--- config.mk ---
export PLATFORM = sky130hd
export DESIGN_NAME = io_write_sequencer_flat
export DESIGN_NICKNAME = d
export VERILOG_FILES = /design/src/rtl/io_write_sequencer_if.sv /design/src/rtl/io_write_sequencer.sv /design/src/flat_wrapper.sv
export SDC_FILE = /design/constraint.sdc
export NUM_CORES = 1
export LEC_CHECK = 0
export CAP_MARGIN = 20
export CELL_PAD_IN_SITES_DETAIL_PLACEMENT = 2
export CELL_PAD_IN_SITES_GLOBAL_PLACEMENT = 2
export CORE_UTILIZATION = 31
export CTS_CLUSTER_SIZE = 40
export DETAILED_ROUTE_END_ITERATION = 6
export HOLD_SLACK_MARGIN = 0.1
export PLACE_DENSITY = 0.66
export SYNTH_ARGS = -nofsm -noshare
export SYNTH_HDL_FRONTEND = slang
export SYNTH_SLANG_ARGS = --single-unit
export TNS_END_PERCENT = 10
--- constraint.sdc ---
create_clock -name CLK -period 4.2 [get_ports CLK]
set_input_delay 0.84 -clock CLK [delete_from_list [all_inputs] [get_ports CLK]]
set_output_delay 0.84 -clock CLK [all_outputs]
set_load 0.01 [all_outputs]
--- src/rtl/io_write_sequencer_if.sv ---
// ============================================================================
// io_write_sequencer_if : core I/O bus plus peripheral drain handshake
// Rev 1.0
// ============================================================================
`default_nettype none

interface io_write_sequencer_if;
    logic        IOWriteEn;
    logic [3:0]  IOAddr;
    logic [31:0] IOWriteData;
    logic [31:0] IOReadData;
    logic [31:0] ExtIn;
    logic        PerValid;
    logic [3:0]  PerAddr;
    logic [31:0] PerData;
    logic        PerReady;
    logic        Full;
    logic        Empty;
    logic        Overflow;

    modport master (
        output IOWriteEn, IOAddr, IOWriteData, ExtIn, PerReady,
        input  IOReadData, PerValid, PerAddr, PerData, Full, Empty, Overflow
    );

    modport slave (
        input  IOWriteEn, IOAddr, IOWriteData, ExtIn, PerReady,
        output IOReadData, PerValid, PerAddr, PerData, Full, Empty, Overflow
    );
endinterface

`default_nettype wire

--- src/rtl/io_write_sequencer.sv ---
// ============================================================================
// io_write_sequencer : queues core I/O writes and drains them to a peripheral
// Rev 1.0
// ============================================================================
`default_nettype none

module io_write_sequencer #(
    parameter int DEPTH = 4,
    parameter int LW    = 3
) (
    input  wire logic             CLK,
    input  wire logic             RESET_N,
    io_write_sequencer_if.slave   bus
);
    localparam int            c_PW             = LW - 1;
    localparam int            c_NSHADOW        = 14;
    localparam logic [3:0]    c_ADDR_LAST_DATA = 4'hD;
    localparam logic [3:0]    c_ADDR_STATUS    = 4'hE;
    localparam logic [3:0]    c_ADDR_EXT       = 4'hF;
    localparam logic [LW-1:0] c_DEPTH_CNT      = LW'(DEPTH);

    logic [35:0]     mem_q [DEPTH];
    logic [c_PW-1:0] wptr_q, wptr_d;
    logic [c_PW-1:0] rptr_q, rptr_d;
    logic [LW-1:0]   count_q, count_d;
    logic [31:0]     shadow_q [c_NSHADOW];
    logic            ovf_q, ovf_d;
    logic [31:0]     sync1_q, sync2_q;

    logic        w_full, w_empty;
    logic        w_data_wr, w_status_wr;
    logic        w_pop, w_push, w_drop;
    logic [35:0] w_head;
    logic [31:0] w_rdata;

    assign w_full  = (count_q == c_DEPTH_CNT);
    assign w_empty = (count_q == '0);
    assign w_head  = mem_q[rptr_q];

    always_comb begin
        w_data_wr   = bus.IOWriteEn && (bus.IOAddr <= c_ADDR_LAST_DATA);
        w_status_wr = bus.IOWriteEn && (bus.IOAddr == c_ADDR_STATUS);
        w_pop       = !w_empty && bus.PerReady;
        // A pop in the same cycle frees the slot, so a full FIFO can still accept.
        w_push      = w_data_wr && (!w_full || w_pop);
        w_drop      = w_data_wr && w_full && !w_pop;

        wptr_d  = w_push ? wptr_q + 1'b1 : wptr_q;
        rptr_d  = w_pop  ? rptr_q + 1'b1 : rptr_q;
        count_d = count_q;
        case ({w_push, w_pop})
            2'b10:   count_d = count_q + 1'b1;
            2'b01:   count_d = count_q - 1'b1;
            default: count_d = count_q;
        endcase

        // Setting wins over a same-cycle status clear.
        if (w_drop)
            ovf_d = 1'b1;
        else if (w_status_wr)
            ovf_d = 1'b0;
        else
            ovf_d = ovf_q;
    end

    always_ff @(posedge CLK) begin
        if (!RESET_N) begin
            wptr_q  <= '0;
            rptr_q  <= '0;
            count_q <= '0;
            ovf_q   <= 1'b0;
            sync1_q <= '0;
            sync2_q <= '0;
            for (int i = 0; i < c_NSHADOW; i++)
                shadow_q[i] <= '0;
        end else begin
            wptr_q  <= wptr_d;
            rptr_q  <= rptr_d;
            count_q <= count_d;
            ovf_q   <= ovf_d;
            sync1_q <= bus.ExtIn;
            sync2_q <= sync1_q;
            for (int i = 0; i < c_NSHADOW; i++)
                if (w_push && (bus.IOAddr == 4'(i)))
                    shadow_q[i] <= bus.IOWriteData;
        end
    end

    // Storage is left uninitialised; the pointers alone define validity.
    always_ff @(posedge CLK) begin
        if (RESET_N && w_push)
            mem_q[wptr_q] <= {bus.IOAddr, bus.IOWriteData};
    end

    always_comb begin
        w_rdata = '0;
        if (bus.IOAddr == c_ADDR_STATUS)
            w_rdata = {24'b0, 5'(count_q), ovf_q, w_full, w_empty};
        else if (bus.IOAddr == c_ADDR_EXT)
            w_rdata = sync2_q;
        else
            for (int i = 0; i < c_NSHADOW; i++)
                if (bus.IOAddr == 4'(i))
                    w_rdata = shadow_q[i];
    end

    assign bus.IOReadData = w_rdata;
    assign bus.PerValid   = !w_empty;
    assign bus.PerAddr    = w_empty ? 4'h0  : w_head[35:32];
    assign bus.PerData    = w_empty ? 32'h0 : w_head[31:0];
    assign bus.Full       = w_full;
    assign bus.Empty      = w_empty;
    assign bus.Overflow   = ovf_q;

endmodule

`default_nettype wire
--- src/flat_wrapper.sv ---
// flat-port wrapper written by rule: the top's interface ports become plain ports
module io_write_sequencer_flat 
#(
    parameter int DEPTH = 4,
    parameter int LW    = 3
)
  (CLK, RESET_N, bus_IOWriteEn, bus_IOAddr, bus_IOWriteData, bus_ExtIn, bus_PerReady, bus_IOReadData, bus_PerValid, bus_PerAddr, bus_PerData, bus_Full, bus_Empty, bus_Overflow);
  io_write_sequencer_if bus_i ();
  input  wire logic CLK;
  input  wire logic RESET_N;
  input wire logic [$bits(bus_i.IOWriteEn)-1:0] bus_IOWriteEn;
  input wire logic [$bits(bus_i.IOAddr)-1:0] bus_IOAddr;
  input wire logic [$bits(bus_i.IOWriteData)-1:0] bus_IOWriteData;
  input wire logic [$bits(bus_i.ExtIn)-1:0] bus_ExtIn;
  input wire logic [$bits(bus_i.PerReady)-1:0] bus_PerReady;
  output wire logic [$bits(bus_i.IOReadData)-1:0] bus_IOReadData;
  output wire logic [$bits(bus_i.PerValid)-1:0] bus_PerValid;
  output wire logic [$bits(bus_i.PerAddr)-1:0] bus_PerAddr;
  output wire logic [$bits(bus_i.PerData)-1:0] bus_PerData;
  output wire logic [$bits(bus_i.Full)-1:0] bus_Full;
  output wire logic [$bits(bus_i.Empty)-1:0] bus_Empty;
  output wire logic [$bits(bus_i.Overflow)-1:0] bus_Overflow;
  assign bus_i.IOWriteEn = bus_IOWriteEn;
  assign bus_i.IOAddr = bus_IOAddr;
  assign bus_i.IOWriteData = bus_IOWriteData;
  assign bus_i.ExtIn = bus_ExtIn;
  assign bus_i.PerReady = bus_PerReady;
  assign bus_IOReadData = bus_i.IOReadData;
  assign bus_PerValid = bus_i.PerValid;
  assign bus_PerAddr = bus_i.PerAddr;
  assign bus_PerData = bus_i.PerData;
  assign bus_Full = bus_i.Full;
  assign bus_Empty = bus_i.Empty;
  assign bus_Overflow = bus_i.Overflow;
  io_write_sequencer #(.DEPTH(DEPTH), .LW(LW)) u_core (.CLK(CLK), .RESET_N(RESET_N), .bus(bus_i));
endmodule
==> results.py <==
metrics = {
    "run_status": {
        "status": "complete, but fails checks",
        "violations": "setup timing",
    },
    "layout": {
        "design_area_um2": 34100,
        "multi_input_area_um2": 7710,
        "nets": 2352,
        "nFillCells": 8952,
        "seqCellArea_um2": 19300,
        "area.growth.synth_to_final_pct": 21.8,
        "drive_gt1_share_pct": 16.5,
    },
    "routing": {
        "drc": 0,
        "drt_first_pass_iters": 5,
        "via_per_inst": 5.48,
        "drtIter0Drc": 1645,
        "wire_per_inst_um": 29.9,
        "final_antenna_net_count": 0,
        "dr_total_vias": 19200,
        "wl_um": 105000,
    },
    "synth": {
        "synth_enable_flop_cells": 592,
        "synth_sequential_area_ratio_pct": 68.9,
        "netlist_area_um2": 28000,
        "yosysTopAreaCellShare_pct": 63.6,
        "synth.avg_cell_area_um2": 13.6,
        "synth.largest_area_cell": "edfxtp_1",
        "synth-async-reset-ratio_pct": 0,
        "syn_inst": 2058,
        "synth.distinct_cells": 70,
        "synth_fp_nets": 2136,
        "ys_warn_count": 0,
        "synth-seq-cells": 666,
        "synth_top_flop_cell": "edfxtp_1",
        "yosys-top-cells-area": "edfxtp_1 64%, dfxtp_1 5.3%, nor2_1 4.9%",
    },
    "timing": {
        "period_needed_ps": 4210,
        "clock-skew-final_ps": 28.8,
        "grt_setup_unrepaired": "true",
        "min_period_over_period_pct": 100,
        "slew_headroom_pct": 34.5,
        "setup_tns_ps": -6.84,
        "setup_slack_ps": -6.84,
        "finalSetupViolCount": 1,
        "hold_viol_final": 0,
        "worst_pin_slew_ps": 983,
        "drv_slew": 0,
        "max_freq_mhz": 238,
    },
    "place": {
        "dpl.hpwl_um": 67300,
        "portBuffers": 143,
        "gp_congestion": 0.842,
        "dpl_cell_area_um2": 31700,
    },
    "floorplan": {
        "die-area_um2": 91400,
        "die_w_um": 302,
        "ios": 144,
        "start_util_pct": 31.4,
        "rows": 109,
        "die_h_um": 302,
        "core_um2": 88900,
    },
    "clock_tree": {
        "clkTransAtPathRegs_ps": 50,
        "numCtsBuffers": 76,
        "clk_path_buf_depth": 3,
        "cts.sinks": 666,
        "cts_htree_levels": 3,
        "cts_tree": "built",
        "holdBufCountCts": 0,
        "clk-insertion-delay-late_ps": 620,
        "clock-root-buffer": "clkbuf_16",
    },
    "grt": {
        "grt_pass1_vias": 20500,
        "grt_usage_pct": 22.9,
        "overflow": 0,
        "grt_max_degree": 44,
        "grt_pass1_wl_um": 149000,
        "antenna_found_initial": 2,
    },
    "pwr": {
        "p_per_area_nw_per_um2": 494,
        "p_leak_uw": 0.0122,
        "worst_ir_drop_vdd_mv": 0.230,
    },
    "setup_path": {
        "path_class": "in2out",
        "worst_path_max_delay_cell": "clkdlybuf4s50_1",
        "start_kind": "input port",
        "arrival_ps": 3370,
        "crit_fanout": 30,
        "critical_path.max_stage_delay_ps": 650,
        "end_kind": "output pin",
        "worstPathRequired_ps": 3360,
        "crit_chain": "buf_6 > inv_1 > buf_4 > a2bb2oi_1 > o22a_1 > a21oi_1 > o32ai_1 > clkdlybuf4s50_1",
    },
    "run": {
        "max_cap_viol_count": 0,
    },
    "hold_path": {
        "hp-class": "reg2reg",
    },
}
==> layer usage <==
metal / vias up / GRT usage (%) / wire length, um
li1: 8007 / - / -
met1: 10200 / 30.2 / 43400
met2: 763 / 38.5 / 51000
met3: 185 / 3.25 / 6780
met4: 0 / 7.64 / 3380
met5: - / 0 / 0
==> critical path, delay by kind of cell <==
family / cells / cell delay, ps
AOI/OAI and AO/OA: 4 / 810
buffers and inverters: 4 / 1690
==> metrics by stage <==
step / hold WS [ps] / util [%] / power [uW] / setup slack, ps / instances
CTS: 434 / 38.3 / 17000 / 23.5 / 3494
floorplan: 412 / - / 9100 / -314 / 2058
global placement: 422 / 35.6 / 10500 / -75.2 / 3359
global route: 449 / 38.3 / 17400 / -19.5 / 3497
finish: 429 / 38.3 / 16800 / -6.84 / 3497
detailed placement: 424 / 35.6 / 10600 / -101 / 3359
==> final cells by class <==
cell class	instances	share of cell area [%]
diodes	1	0.00735
clock buffers	113	6.35
clock inverters	22	0.500
inverters	46	0.507
multi-input cells	1174	22.6
flip-flops and latches	666	56.5
well taps	1165	4.28
repair buffers	310	9.18
==> Yosys cell counts, types with 9 or more instances <==
cell type and n:
dfxtp_1 74, o22ai_1 9, inv_1 43, and3_1 11, clkbuf_1 68, o21ai_0 66
buf_4 18, buf_2 73, edfxtp_1 592, a211oi_1 11, o211ai_1 9, a22oi_1 14
mux2_2 29, mux2i_1 66, nor2b_1 21, a221oi_1 20, and2_1 111, nand3_1 21
o2bb2ai_1 14, nor3_1 10, nand2_1 110, nor2_1 362, o221ai_1 13, buf_6 11
a21oi_1 92, mux4_2 53
==> state kept, by name, indices dropped and copies added, names as in the netlist, named ones only <==
signal,cells
u_core.shadow_q,448
u_core.mem_q,144
u_core.sync1_q,32
u_core.sync2_q,32
u_core.count_q,3
u_core.rptr_q,2
u_core.wptr_q,2
u_core.bus.Overflow,1
==> cell families (layout without fill, tap and decap cells) <==
family                     after synthesis  after routing  share of synthesized area [%]
and+or+nand+nor                        684            684                           11.1
DFF                                    666            666                           68.9
AOI/OAI and AO/OA                      331            331                           7.96
buffers and inverters                  218            491                           3.80
muxes                                  148            148                           7.80
adders and majority gates                6              6                          0.295
xor gates and xnor gates                 5              5                          0.157
other                                    0              1                              0
==> repair_timing <==
action,in CTS,in global routing
setup buffers,0,2
resized for setup,5,5
setup endpoints to repair,4,6
==> layout by cell type (no fill, tap or decap), drive strengths merged, types with 6 or more instances in the layout <==
master	count
nor2	364
mux4	53
a21o	8
inv	51
and2	112
o221ai	13
a221oi	20
a221o	6
edfxtp	592
nor3	12
mux2	29
a211oi	11
a22o	7
nand2b	8
dfxtp	74
or3	8
a32oi	7
nor2b	21
o22a	6
a21oi	92
o211ai	9
o21ai	66
o2bb2ai	14
and3	11
nand3	21
mux2i	66
a22oi	14
clkinv	15
clkbuf	113
a31oi	8
nand2	111
o22ai	9
buf	172
clkdlybuf4s50	138
==> where the power goes <==
group          total (uW)  internal, uW  switching (uW)
combinational        2740          1250            1490
clock                6390          3690            2700
sequential           7690          7540             152
==> worst paths after layout <==
kind         slack (ps)  cells past startpoint                  to          startpoint
min reg2reg         430                      1  u_core.sync2_q[30]  u_core.sync1_q[30]
max reg2reg        1240                     10   u_core.count_q[2]   u_core.count_q[2]
min                 430                      1  u_core.sync2_q[30]  u_core.sync1_q[30]
max                  -7                      8  bus_IOReadData[19]       bus_IOAddr[2]
(Power assumes the default switching activity.)
